--- src/rtl/bitwise_pkg.sv ---
// rtl/bitwise_pkg.sv - shared encodings for the slice-serial bitwise ALU
//
// Purpose : operation and FSM state encodings, plus the slice-index width
//           helper used by bitwise_alu_seq.
// Ports   : none (package).

package bitwise_pkg;

  typedef enum logic [2:0] {
    OP_AND  = 3'b000,
    OP_OR   = 3'b001,
    OP_XOR  = 3'b010,
    OP_NOR  = 3'b011,
    OP_ANDN = 3'b100,
    OP_ORN  = 3'b101,
    OP_XNOR = 3'b110,
    OP_PASS = 3'b111
  } op_e;

  typedef enum logic [1:0] {
    ST_IDLE = 2'd0,
    ST_BUSY = 2'd1,
    ST_DONE = 2'd2
  } state_e;

  // Index width is ceil(log2(n)) + 1, which is never below 1 (n == 1 gives 1).
  function automatic int idx_width(input int n);
    return $clog2(n) + 1;
  endfunction

endpackage

--- src/rtl/bitwise_slice.sv ---
// rtl/bitwise_slice.sv - combinational bitwise operation on one slice
//
// Purpose : applies the selected bitwise operation to one SLICE-bit slice.
// Ports   : a, b [SLICE-1:0] in  - operand slices
//           op   [2:0]       in  - operation select (op_e encoding)
//           y    [SLICE-1:0] out - result slice

module bitwise_slice
  import bitwise_pkg::*;
#(
  parameter int SLICE = 8
) (
  input  logic [SLICE-1:0] a,
  input  logic [SLICE-1:0] b,
  input  logic [2:0]       op,
  output logic [SLICE-1:0] y
);

  always_comb begin
    y = '0;
    case (op_e'(op))
      OP_AND:  y = a & b;
      OP_OR:   y = a | b;
      OP_XOR:  y = a ^ b;
      OP_NOR:  y = ~(a | b);
      OP_ANDN: y = a & ~b;
      OP_ORN:  y = a | ~b;
      OP_XNOR: y = ~(a ^ b);
      OP_PASS: y = a;
      default: y = a;
    endcase
  end

endmodule

--- src/rtl/bitwise_alu_seq.sv ---
// rtl/bitwise_alu_seq.sv - slice-serial bitwise ALU with valid/ready handshake
//
// Purpose : latches two WIDTH-bit operands and an op, then computes the result
//           SLICE bits per cycle over N = WIDTH/SLICE cycles, presenting it
//           with zero / all-ones flags until the consumer takes it.
// Ports   : clock            in  - rising-edge clock
//           reset            in  - asynchronous active-low reset
//           in_valid         in  - request valid
//           in_ready         out - request accepted this cycle
//           in1, in2 [W-1:0] in  - operands
//           op [2:0]         in  - operation select
//           out_valid        out - result valid (DONE state)
//           out_ready        in  - consumer accepts result
//           out [W-1:0]      out - result register
//           out_zero         out - result == 0
//           out_ones         out - result == all ones
//           busy             out - computing (BUSY state)

module bitwise_alu_seq
  import bitwise_pkg::*;
#(
  parameter int WIDTH = 32,
  parameter int SLICE = 8
) (
  input  logic             clock,
  input  logic             reset,
  input  logic             in_valid,
  output logic             in_ready,
  input  logic [WIDTH-1:0] in1,
  input  logic [WIDTH-1:0] in2,
  input  logic [2:0]       op,
  output logic             out_valid,
  input  logic             out_ready,
  output logic [WIDTH-1:0] out,
  output logic             out_zero,
  output logic             out_ones,
  output logic             busy
);

  // Guarded so a bad SLICE reports through the check below rather than
  // failing on a division by zero first.
  localparam int N     = (SLICE > 0) ? (WIDTH / SLICE) : 1;
  localparam int IDX_W = idx_width(N);

  generate
    if (SLICE < 1) begin : g_bad_slice
      $error("bitwise_alu_seq: SLICE must be at least 1");
    end else if ((WIDTH % SLICE) != 0) begin : g_bad_width
      $error("bitwise_alu_seq: WIDTH must be a multiple of SLICE");
    end
  endgenerate

  state_e             state;
  state_e             state_nxt;
  logic [IDX_W-1:0]   idx;
  logic [WIDTH-1:0]   a_q;
  logic [WIDTH-1:0]   b_q;
  logic [2:0]         op_q;
  logic [WIDTH-1:0]   result;
  logic [WIDTH-1:0]   result_nxt;
  logic [SLICE-1:0]   a_sl;
  logic [SLICE-1:0]   b_sl;
  logic [SLICE-1:0]   y_sl;
  logic               accept;
  logic               last_slice;

  assign accept     = in_valid & in_ready;
  assign last_slice = (idx == IDX_W'(N - 1));
  assign out_valid  = (state == ST_DONE);
  assign busy       = (state == ST_BUSY);
  assign out        = result;

  // Select the operand slice addressed by the current index.
  always_comb begin
    a_sl = '0;
    b_sl = '0;
    for (int k = 0; k < N; k++) begin
      if (idx == IDX_W'(k)) begin
        a_sl = a_q[k*SLICE +: SLICE];
        b_sl = b_q[k*SLICE +: SLICE];
      end
    end
  end

  bitwise_slice #(
    .SLICE(SLICE)
  ) u_slice (
    .a  (a_sl),
    .b  (b_sl),
    .op (op_q),
    .y  (y_sl)
  );

  // Result as it will look after this edge's slice is written; the flags on
  // the final edge are taken from this full-width value.
  always_comb begin
    result_nxt = result;
    for (int k = 0; k < N; k++) begin
      if (idx == IDX_W'(k)) begin
        result_nxt[k*SLICE +: SLICE] = y_sl;
      end
    end
  end

  always_ff @(posedge clock or negedge reset) begin
    if (!reset) begin
      state <= ST_IDLE;
    end else begin
      state <= state_nxt;
    end
  end

  always_comb begin
    state_nxt = state;
    in_ready  = 1'b0;
    case (state)
      ST_IDLE: begin
        in_ready = 1'b1;
        if (in_valid) begin
          state_nxt = ST_BUSY;
        end
      end
      ST_BUSY: begin
        if (last_slice) begin
          state_nxt = ST_DONE;
        end
      end
      ST_DONE: begin
        // Taking a new request while handing off the result avoids an idle bubble.
        in_ready = out_ready;
        if (out_ready) begin
          state_nxt = in_valid ? ST_BUSY : ST_IDLE;
        end
      end
      default: begin
        state_nxt = ST_IDLE;
      end
    endcase
  end

  always_ff @(posedge clock or negedge reset) begin
    if (!reset) begin
      idx      <= '0;
      a_q      <= '0;
      b_q      <= '0;
      op_q     <= '0;
      result   <= '0;
      out_zero <= 1'b1;
      out_ones <= 1'b0;
    end else if (accept) begin
      a_q    <= in1;
      b_q    <= in2;
      op_q   <= op;
      idx    <= '0;
      // Clear so no slice of the previous result survives into this one.
      result <= '0;
    end else if (state == ST_BUSY) begin
      result <= result_nxt;
      if (last_slice) begin
        // Wrap to 0 rather than counting to N so the index stays in range.
        idx      <= '0;
        out_zero <= (result_nxt == '0);
        out_ones <= (&result_nxt);
      end else begin
        idx <= idx + IDX_W'(1);
      end
    end
  end

endmodule
--- config.mk ---
export PLATFORM = sky130hd
export DESIGN_NAME = bitwise_alu_seq
export DESIGN_NICKNAME = d
export VERILOG_FILES = /design/src/rtl/bitwise_pkg.sv /design/src/rtl/bitwise_slice.sv /design/src/rtl/bitwise_alu_seq.sv
export SDC_FILE = /design/constraint.sdc
export NUM_CORES = 1
export LEC_CHECK = 0
export CAP_MARGIN = 20
export CORE_ASPECT_RATIO = 1.25
export CORE_UTILIZATION = 53
export DETAILED_ROUTE_END_ITERATION = 6
export GPL_ROUTABILITY_DRIVEN = 1
export PLACE_DENSITY = 0.81
export SLEW_MARGIN = 15
export SYNTH_ARGS = -nofsm -noshare
export SYNTH_HDL_FRONTEND = slang
export SYNTH_HIERARCHICAL = 1
export SYNTH_SLANG_ARGS = --single-unit
--- constraint.sdc ---
create_clock -name clock -period 4.93 [get_ports clock]
set_input_delay 0.493 -clock clock [delete_from_list [all_inputs] [get_ports clock]]
set_output_delay 0.493 -clock clock [all_outputs]
set_load 0.02 [all_outputs]
=== Yosys cells after proc, flatten, opt, wreduce, memory -nomap -nowiden ===
Index checks and enable logic that the tools add are counted.

* Input bits: 71
* Bits in registers: 106
* Output and inout bits: 37

* Muxes and demuxes: 24
* Bitwise operators: 10
* Equality and inequality tests: 15
* Reduce and logical (&&, ||, !) cells: 8
* Add/subtract/negate cells: 1

{| class="wikitable"
|+ Operator list
! cell !! number
|-
| $mux 8 || 12
|-
| $mux 32 || 2
|-
| $pmux 8 s8 || 1
|-
| $logic_not 32->1 || 1
|-
| $reduce_and 32->1 || 1
|-
| $not 8->8 || 3
|-
| $and 8x8->8 || 2
|-
| $or 8x8->8 || 2
|-
| $eq 3x2->1 const B || 4
|-
| $eq 3x3->1 const B || 4
|-
| $mux 3 || 3
|-
| $xor 8x8->8 || 1
|-
| $eq 3x1->1 const B || 2
|-
| $logic_not 3->1 || 2
|-
| $mux 2 || 3
|-
| $pmux 2 s3 || 1
|-
| $reduce_and 3->1 || 2
|-
| $ne 2x1->1 const B || 2
|-
| $add 3x1->3 const B || 1
|-
| $eq 2x1->1 const B || 1
|-
| $eq 2x2->1 const B || 1
|-
| $logic_not 2->1 || 1
|-
| $ne 2x2->1 const B || 1
|-
| $pmux 1 s2 || 1
|-
| other kinds (4) || 4
|}

=== Logic depth before layout (Yosys ltp) ===
Gate-level depths: netlist of the first run.

* Depth after elaboration: 11
* Gate-level depth with buffers: 20
* Mapped depth without buffers: 18

=== Hierarchy ===
Netlist of the first run, hierarchy kept.

{| class="wikitable"
|+ By module, submodules not included
! module !! cells an instance !! instances !! area each (µm²) !! seq. area each (µm²)
|-
| bitwise_alu_seq || 620 || 1 || 5,087.4 || 2,653.8
|-
| bitwise_slice || 122 || 1 || 874.6 || 0.0
|}

=== Worst setup path after synthesis of the first run ===
Ideal clock, no wire load.

* Path type: register to register
* Start point: register idx[0]
* End point: register out_zero
* Stages on the path, launching flop included: 20
* Data required time: 4,833 ps
* Data arrival time: 3,456 ps
* Clock period less this slack: 3,554 ps
* Path slack: 1,376 ps
* Path through: dfrtp_1 inv_1 ha_1 inv_2 nor2_1 buf_2 a221o_1 o21ai_0 o21ai_0 inv_1 ha_1 xor2_1 nor2_1 o211ai_1 clkbuf_2 nor3_1 nand3_2 o31ai_2 nand4b_1 o41ai_2

* Word-level cells in the longest chain between the ends: 10

{| class="wikitable"
|+ Ends and longest elaborated chain
! element !! line !! text
|-
| start: declaration || bitwise_alu_seq.sv:55 || <nowiki>logic [IDX_W-1:0] idx;</nowiki>
|-
| start signal: assignment || bitwise_alu_seq.sv:165 || <nowiki>idx <= idx + IDX_W'(1);</nowiki>
|-
| $logic_not 3->1 || bitwise_alu_seq.sv:78 || <nowiki>if (idx == IDX_W'(k)) begin</nowiki>
|-
| $mux 8 (3 in series) || bitwise_alu_seq.sv:78 ||
|-
| $mux 8 * || bitwise_alu_seq.sv:78 ||
|-
| via a_sl[4] || bitwise_alu_seq.sv:61 || <nowiki>logic [SLICE-1:0] a_sl;</nowiki>
|-
| $xor 8x8->8 or $or 8x8->8 (tied branches) || - ||
|-
| $not 8->8, on equally long branches || bitwise_slice.sv:28, bitwise_slice.sv:25 ||
|-
| $pmux 8 s8 * || bitwise_slice.sv:21 || <nowiki>case (op_e'(op))</nowiki>
|-
| via y_sl[4] || bitwise_alu_seq.sv:63 || <nowiki>logic [SLICE-1:0] y_sl;</nowiki>
|-
| $mux 8 || bitwise_alu_seq.sv:99 || <nowiki>if (idx == IDX_W'(k)) begin</nowiki>
|-
| $logic_not 32->1 * || bitwise_alu_seq.sv:162 || <nowiki>out_zero <= (result_nxt == '0);</nowiki>
|-
| end signal: assignment || bitwise_alu_seq.sv:162 ||
|-
| end: declaration || bitwise_alu_seq.sv:35 || <nowiki>output logic out_zero,</nowiki>
|}

Mark *: on every way through the listed nets, which the timed path passes. The rest lies on a longest branch.
A chain may end at the register's enable or synchronous reset.

=== Worst setup path in the final report of the first run ===
* Start point: register idx[0]
* End point: register out_zero

* Word-level cells in the longest chain between the ends: 10

{| class="wikitable"
|+ Ends and longest elaborated chain
! element !! line !! text
|-
| $logic_not 3->1 || bitwise_alu_seq.sv:78 ||
|-
| $mux 8 (3 in series) || bitwise_alu_seq.sv:78 ||
|-
| $mux 8 * || bitwise_alu_seq.sv:78 ||
|-
| via b_sl[6] || bitwise_alu_seq.sv:62 || <nowiki>logic [SLICE-1:0] b_sl;</nowiki>
|-
| $xor 8x8->8 (tied with other cells) || bitwise_slice.sv:24, bitwise_slice.sv:28 ||
|-
| $not 8->8 (tied with other cells) || bitwise_slice.sv:28 || <nowiki>OP_XNOR: y = ~(a ^ b);</nowiki>
|-
| $pmux 8 s8 * || bitwise_slice.sv:21 ||
|-
| via y_sl[6] || bitwise_alu_seq.sv:63 ||
|-
| $mux 8 || bitwise_alu_seq.sv:99 ||
|-
| $logic_not 32->1 * || bitwise_alu_seq.sv:162 ||
|}

Marked as above.

==> results of run 1 <==
==> registers in the layout, summed over array words and instances (netlist names) <==
register,cells
idx,3
a_q,32
state,2
b_q,32
out_zero,1
out_ones,1
out,32
op_q,3
==> metal layers <==
layer / share of wire, % / up-vias / wire, µm
li1: - / 2615 / -
met5: 0 / - / 0
met3: 4.7 / 41 / 742
met4: 3.5 / 0 / 564
met2: 51 / 212 / 8170
met1: 40 / 2603 / 6440
==> final timing paths <==
kind	cells past startpoint	slack (ns)	startpoint	end
setup reg to reg	16	0.39	idx[0]	out_zero
max in group asynchronous	2	3.65	reset	out[6]
hold / removal	1	0.21	reset	out[19]
hold reg to reg	2	0.48	a_q[20]	a_q[20]
min in group clock	2	0.48	a_q[20]	a_q[20]
setup / recovery	16	0.39	idx[0]	out_zero
==> cells by family after synthesis <==
family | synth area share [%]
adder cells (fa/ha/maj) | 4.20
buffers and inverters | 6.09
XOR/XNOR | 2.18
multiplexers | 0.672
AND/OR/NAND/NOR | 26.2
flip-flops | 44.5
AO/OA/AOI/OAI | 16.2
==> per-stage QoR <==
stage	util (%)	total power (W)	setup slack [ns]	hold slack, ns	instance area (µm²)
2_1_floorplan	-	0.00370	1.38	0.197	5960
3_3_place_gp	64.8	0.00437	0.744	0.458	6990
3_5_place_dp	65.0	0.00453	0.492	0.462	7010
4_1_cts	67.6	0.00523	0.457	0.256	7280
5_1_grt	67.6	0.00563	0.0797	0.281	7290
6_report	67.6	0.00526	0.390	0.215	7290
==> worst max-delay path: cells and delay by family (launching register included) <==
kind,cells,cell delay (ns)
simple gates,3,0.79
xor+xnor,1,0.17
mux,1,0.09
fa+ha+maj,2,0.62
buf+inv,2,0.23
compound gates,7,2.10
flops,1,0.42
==> power breakdown <==
group	switching, W	internal (W)	leakage, nW	total (W)
Clock	0.000330	0.000347	0.140	0.000678
Sequential	0.000296	0.00122	1.35	0.00152
Combinational	0.00189	0.00117	1.86	0.00306
==> Yosys cell counts, drive strengths merged, types with 2 or more instances <==
cell	count
o21ai	52
dfrtp	105
a2bb2oi	2
clkbuf	28
and3	3
nor2	18
o21bai	3
a221o	17
nand2b	13
nand2	299
buf	22
xor2	8
and2	2
o31ai	4
nand4	5
ha	20
o211ai	2
inv	23
a21oi	47
a211o	3
nor4	4
xnor2	6
nor2b	10
o32a	3
a31oi	3
nand3	9
mux2i	4
nor3	8
a211oi	3
==> layout make-up <==
type | instances | area [µm²] | share of cell area (%)
Sequential cell | 106 | 2650 | 36.4
Multi-Input combinational cell | 563 | 2950 | 40.5
Clock inverter | 7 | 53.8 | 0.738
Timing Repair Buffer | 116 | 1150 | 15.8
Inverter | 23 | 86.3 | 1.18
Clock buffer | 9 | 225 | 3.09
Tap cell | 132 | 165 | 2.27
==> cells in the final DEF, fill, tap and decap left out, types with 4 or more instances in the layout <==
cell and n:
nand4_1 5, nand3_1 8, ha_1 20, nor3_1 8, a221o_1 17, o21ai_1 15, nand2_1 298, nand2b_1 12
buf_4 9, xnor2_1 5, clkbuf_16 9, a21oi_1 47, o21ai_0 37, xor2_1 8, nor2_1 17, nor4_1 4
mux2i_1 4, nor2b_1 8, dfrtp_1 105, inv_1 20, clkdlybuf4s50_1 106
==> run metrics, run 1 <==
filler instances=slightly below 900; Inst Count DP=940; final std cells w/o fill=956; Detailed Route Iter0 Violations=340; hold_buf cts=0; Final Hold Vio Count=0; slew margin rel.=44.1%; met3 Resource Use GR=between 4 and 5%; MaxCap Viol Count=0; diodes inserted=0; layout cell share with drive strength beyond 1=between 5 and 6%; Slowest-stage cell, CP=nor2_2; CTS buffer count=9; Antenna Nets Post-Route=0; DR vias=5,471; Clock Skews=around 0.0077 ns; met1 Use GR=around 32%; post-CTS sizing=0; first drt pass iteration count=5; top-area cell type share of the netlist area=44.1%; first-pass GRT wire length=25.9 mm; unrepaired setup endpoints after global routing=no; EDFF count, synth=0; Top FF cell, synth=dfrtp_1; Clk Tree Root Cell=clkbuf_16; Post-Synthesis Cells=~740; Final Critical Period=around 4.5 ns; crit-path cells=inv_1 -> ha_1 -> nand2b_2 -> nor2_2 -> a221o_1 -> o21ai_0 -> o21ai_0 -> inv_1 -> ha_1 -> xnor2_1 -> mux2i_1 -> a22oi_1 -> o21ai_1 -> o31a_2 -> nand4b_1 -> o41ai_2; top cells by area, synth=dfrtp_1 44%, nand2_1 19%, ha_1 4.2%; drt drc=0; CTS Buffer Depth=2; TNS Setup=0 ns; transition time at the pin with the least slew margin=roughly 0.83 ns; grt ovf=0; crit share post-route=between 90% and 100%; DRT Wirelength=approximately 16 mm; Synth Cell Area=5960 µm²; # port buffers=between 100 and 150; gr busiest metal=met2; Mean Syn Cell Area=about 8.0 µm²; initial antenna violation count=0; DPL Wire Length=around 12 mm; met2 GRT Util=49.6%; RePlAce Congestion=roughly 0.95; Seq cells post-synth=106; Ports=108; Worst setup EP type=flop; area leader, netlist=dfrtp_1; post-synthesis sequential area ratio=about 45%; TritonCTS clock tree=yes; Die Y=approximately 120 µm; syn nets=833; Setup crit start kind=flop; die area=11,700 µm²; Final nets=approximately 900; Initial Util=55.3%; Wirelength per Cell=16.7 µm; Layout area overhead=22.2%; Reg clk slew, reported paths=~0.07 ns; Warnings, synthesis=6; Max IR drop VDD=just over 300 µV; ys async rst share=between 90% and 100%; WP data required=5.18 ns; vias in the first global route=~5,500; Core ar.=about 11,000 µm²; Clock Latency Late Sink=between 0.3 and 0.4 ns; setup repair bufs after CTS=0; largest net degree at the start of global routing=64; number of cell rows=42; Final setup violation count=0; P_leak=3.35 nW; Global Route Usage Sum=roughly 28%; PD cells=722 nW/µm²; CP max FO=12; FMAX=~0.22 GHz; Hold WC Path Type=in -> async; Via density=5.72; Netlist cell types=60; Clock Sinks=roughly 110; critical path type=reg -> reg; Max H-tree Level=3; Critical Path AT=around 4.8 ns; Final Slew Violations=0; Slowest Stage Delay on Critical Path=0.45 ns; status=finished clean; die width=roughly 97 µm
No activity file was read; power rests on OpenSTA's default activity.
==> inputs of run 2 (changes only) <==
- SLEW_MARGIN: 15 -> default
==> run 2 against run 1 <==
Effect of this change:
- clock power up 4.3%
- sequential share of layout area down 0.14 points
- hold slack worse by 0.0020 ns
- maximum frequency up 0.58%
- first-iteration DRC count down 3.2%
- clock skew up 0.0021 ns
- critical path depth unchanged
- utilization up 0.26 points
- critical endpoint unchanged
==> run metrics, run 2 (synthesis gave the netlist of run 1 again) <==
transition time at the pin with the least slew margin=between 0.8 and 0.9 ns; Max IR drop VDD=between 200 and 300 µV; Wirelength per Cell=around 17 µm; filler instances=893; WP data required=5.19 ns; TNS Setup=0 ns; first-pass GRT wire length=26.0 mm; CTS Buffer Depth=2; drt drc=0; Slowest-stage cell, CP=nor2_2; vias in the first global route=5,376; Final setup violation count=0; Antenna Nets Post-Route=0; Ports=about 110; RePlAce Congestion=between 0.9 and 1; Via density=around 5.8; initial antenna violation count=0; hold slack=roughly 0.21 ns; FMAX=between 0.2 and 0.25 GHz; DP Area=7010 µm²; Core ar.=around 11,000 µm²; first drt pass iteration count=5; layout cell share with drive strength beyond 1=5.58%; Final nets=just over 900; Clock Latency Late Sink=0.35 ns; Max H-tree Level=3; post-CTS sizing=0; grt ovf=0; DR vias=roughly 5,500; Critical Path AT=approximately 4.8 ns; Setup crit start kind=flop; # port buffers=about 110; die area=around 12,000 µm²; die width=~97 µm; Final Hold Vio Count=0; TritonCTS clock tree=yes; CTS buffer count=9; final design utilization=about 68%; most frequent cells in the layout=298 x nand2_1, 106 x clkdlybuf4s50_1, 105 x dfrtp_1, 47 x a21oi_1, 37 x o21ai_0; largest net degree at the start of global routing=64; critical path type=reg -> reg; hold_buf cts=0; Clock Sinks=around 110; MaxCap Viol Count=0; final worst slack=about 0.42 ns; Worst setup EP type=flop; DRT Wirelength=around 16 mm; Clk Tree Root Cell=clkbuf_16; Final Slew Violations=0; DPL Wire Length=11.6 mm; Detailed Route Iter0 Violations=roughly 330; status=finished clean; Global Route Usage Sum=28.0%; Design Area, Final=roughly 7300 µm²; Layout area overhead=22.7%; Initial Util=between 50% and 60%; Reg clk slew, reported paths=roughly 0.080 ns; Final Critical Period=4.51 ns; Setup WS pre-CTS=roughly 0.50 ns; slew margin rel.=about 44%; setup repair bufs after CTS=0; Die Y=~120 µm; PD cells=a little over 700 nW/µm²; crit-path cells=inv_1 -> ha_1 -> nand2b_2 -> nor2_2 -> a221o_1 -> o21ai_0 -> o21ai_0 -> inv_1 -> ha_1 -> xnor2_1 -> mux2i_1 -> a22oi_1 -> o21ai_1 -> o31a_2 -> nand4b_1 -> o41ai_2; CP max FO=12; diodes inserted=0; most common cell after layout, fill and taps aside=nand2_1; P_leak=3.36 nW; Clock Skews=a little under 0.01 ns; crit share post-route=between 90% and 100%; unrepaired setup endpoints after global routing=no; Slowest Stage Delay on Critical Path=between 0.4 and 0.5 ns; number of cell rows=42; Hold WC Path Type=in -> async
[run 2: cell count changes in the layout (fill, tap and decap cells not counted)]
cell,change
clkinv_2,-1
inv_6,+1
clkinv_4,-1
and2_2,+1
buf_12,+1
and2_4,-1
clkbuf_8,+1
[run 2: power by group]
| part | internal [W] | total, W | switching [W] |
|---|---|---|---|
| clock | 0.000363 | 0.000707 | 0.000344 |
| sequential | 0.00122 | 0.00152 | 0.000295 |
| combinational | 0.00118 | 0.00306 | 0.00188 |
| total | 0.00276 | 0.00528 | 0.00252 |
[run 2: metrics by stage]
stage / total power (W) / std cells
after floorplan: 0.00370 / 742
after global placement: 0.00437 / 939
after detailed placement: 0.00453 / 940
after CTS: 0.00524 / 956
after global routing: 0.00567 / 957
final: 0.00528 / 957
[run 2: final cells by class]
cell class,instances,area [µm²],area share (%)
repair buffers,117,1170,16.0
flip-flops and latches,106,2650,36.3
inverters,23,86.3,1.18
clock inverters,6,48.8,0.667
multi-input cells,563,2950,40.4
clock buffers,10,239,3.27
well taps,132,165,2.26
[run 2: final timing paths]
| kind | cells after the start | to | from | slack [ns] |
|---|---|---|---|---|
| setup / recovery | 16 | out_zero | idx[0] | 0.42 |
| hold / removal | 1 | out[19] | reset | 0.21 |
| setup reg to reg | 16 | out_zero | idx[0] | 0.42 |
| hold reg to reg | 2 | b_q[25] | b_q[25] | 0.48 |
| max in group asynchronous | 2 | b_q[12] | reset | 3.64 |
| min in group clock | 2 | b_q[25] | b_q[25] | 0.48 |
[run 2: worst max-delay path: cells and delay by family, from the launching register on]
kind / cells / cell delay, ns
AOI/OAI and AO/OA: 7 / 2.06
and+or+nand+nor: 3 / 0.80
buffers and inverters: 2 / 0.23
DFF: 1 / 0.43
adders and majority gates: 2 / 0.64
xor gates and xnor gates: 1 / 0.16
muxes: 1 / 0.09
[run 2: layer usage]
layer,GRT usage [%],wire [µm],up-vias
met5,0,0,-
met4,12.9,577,0
met3,4.51,787,45
met2,49.2,8070,210
met1,33.6,6520,2659
li1,-,-,2614
==> inputs of run 3 (changes only) <==
- CTS_CLUSTER_SIZE: default -> 28
- REMOVE_ABC_BUFFERS: default -> 1
==> run 3 against run 2 <==
Effect of this change:
- clock power is 6.6% higher
- count of clock-buffer cells in the layout is 2 higher
- total power hardly changed
- non-clock buffer count is 2 lower
- cell count is 0.31% lower
- critical path type unchanged
- largest power group unchanged
- register-to-register slack better by 0.04 ns
==> run metrics, run 3 (synthesis gave the netlist of run 1 again) <==
unrepaired setup endpoints after global routing=no; crit-path cells=inv_1 -> ha_1 -> nor2b_4 -> a221o_1 -> o21ai_0 -> o21ai_0 -> inv_1 -> ha_1 -> xnor2_1 -> mux2i_1 -> a22oi_1 -> o21ai_1 -> o31a_2 -> nand4b_1 -> o41ai_2; Via density=between 5 and 6; Die Y=roughly 120 µm; Max H-tree Level=3; Ports=between 100 and 150; Clock Sinks=106; reg2reg end=out_zero; Multi-input gate area=about 3000 µm²; PD cells=between 700 and 800 nW/µm²; TritonCTS clock tree=yes; P_leak=around 3.4 nW; post-CTS sizing=0; CTS Buffer Depth=2; Final setup violation count=0; TNS Setup=0 ns; Detailed Route Iter0 Violations=approximately 240; DRT Wirelength=15.3 mm; Final Slew Violations=0; Antenna Nets Post-Route=0; first-pass GRT wire length=around 26 mm; DPL Wire Length=10.8 mm; final std cells w/o fill=954; critical path type=reg -> reg; setup repair bufs after CTS=0; layout cell share with drive strength beyond 1=under 10%; Slowest Stage Delay on Critical Path=0.63 ns; transition time at the pin with the least slew margin=approximately 1 ns; Final Critical Period=between 4 and 5 ns; Hold WC Path Type=in -> async; Reg2Reg Depth=15; CTS buffer count=9; Clk Tree Root Cell=clkbuf_16; drt drc=0; register area=between 2000 and 3000 µm²; slew margin rel.=between 30 and 40%; hold_buf cts=0; Clock Latency Late Sink=around 0.35 ns; RePlAce Congestion=0.931; MaxCap Viol Count=0; Top delay family on crit path=compound AO/OA/AOI/OAI gates; grt ovf=0; r2r startpoint=idx[1]; die area=approximately 12,000 µm²; Crit path buffers/inverters=2; Global Route Usage Sum=between 20% and 30%; Wirelength per Cell=approximately 16 µm; Initial Util=a little under three fifths; Critical Path AT=between 4 and 5 ns; first drt pass iteration count=5; status=finished clean; Final Hold Vio Count=0; filler instances=around 900; # port buffers=approximately 110; die width=between 90 and 100 µm; flop2flop setup slack=~0.46 ns; CP max FO=22; Worst setup EP type=flop; Layout area overhead=22.6%; diodes inserted=0; Reg clk slew, reported paths=around 0.070 ns; DR vias=5,399; most common cell after layout, fill and taps aside=nand2_1; Max IR drop VDD=~330 µV; Slowest-stage cell, CP=nor2b_4; most frequent cells in the layout=298 x nand2_1, 106 x clkdlybuf4s50_1, 105 x dfrtp_1, 47 x a21oi_1, 37 x o21ai_0; Setup crit start kind=flop; vias in the first global route=5,324; number of cell rows=42; Clock Skews=0.00892 ns; largest net degree at the start of global routing=between 100 and 150; Core ar.=between 10,000 and 15,000 µm²; initial antenna violation count=0; Inst Count DP=about 940; crit share post-route=roughly 91%; Final nets=909; FMAX=between 0.2 and 0.25 GHz; WP data required=~5.2 ns
-- run 3: per-stage QoR --
stage          area, µm²  util, %  power (W)  worst slack, ns  hold WS (ns)
2_1_floorplan       5690        -    0.00352            0.838         0.197
3_3_place_gp        6980     64.8    0.00437            0.621         0.456
3_5_place_dp        7000     65.0    0.00451            0.519         0.462
4_1_cts             7310     67.9    0.00527            0.493         0.153
5_1_grt             7310     67.9    0.00569            0.118         0.171
6_report            7310     67.9    0.00528            0.456         0.134
-- run 3: how the worst max path moves through the flow --
stage,startpoint,endpoint,slack (ns),cells past startpoint
global route,idx[1],out_zero,0.12,14
CTS,idx[1],out_zero,0.49,15
detailed placement,idx[1],out_zero,0.52,15
floorplan,idx[0],out_zero,0.84,13
global placement,idx[1],out_zero,0.62,15
finish,idx[1],out_zero,0.46,15
-- run 3: cell type report --
cell class	instances	share of cell area, %
multi-input cells	563	40.4
flip-flops and latches	106	36.3
repair buffers	115	15.6
clock buffers	12	3.64
well taps	132	2.26
inverters	23	1.18
clock inverters	3	0.633
-- run 3: metal layers --
layer	wire [µm]	track usage, %
met1	6440	33.5
met2	7940	49.0
met3	669	3.87
met4	265	9.05
met5	0	0
-- run 3: power breakdown --
part / total (W) / internal (W) / switching (W)
registers: 0.00154 / 0.00122 / 0.000316
clock network: 0.000754 / 0.000435 / 0.000319
logic: 0.00299 / 0.00117 / 0.00182
total: 0.00528 / 0.00283 / 0.00246
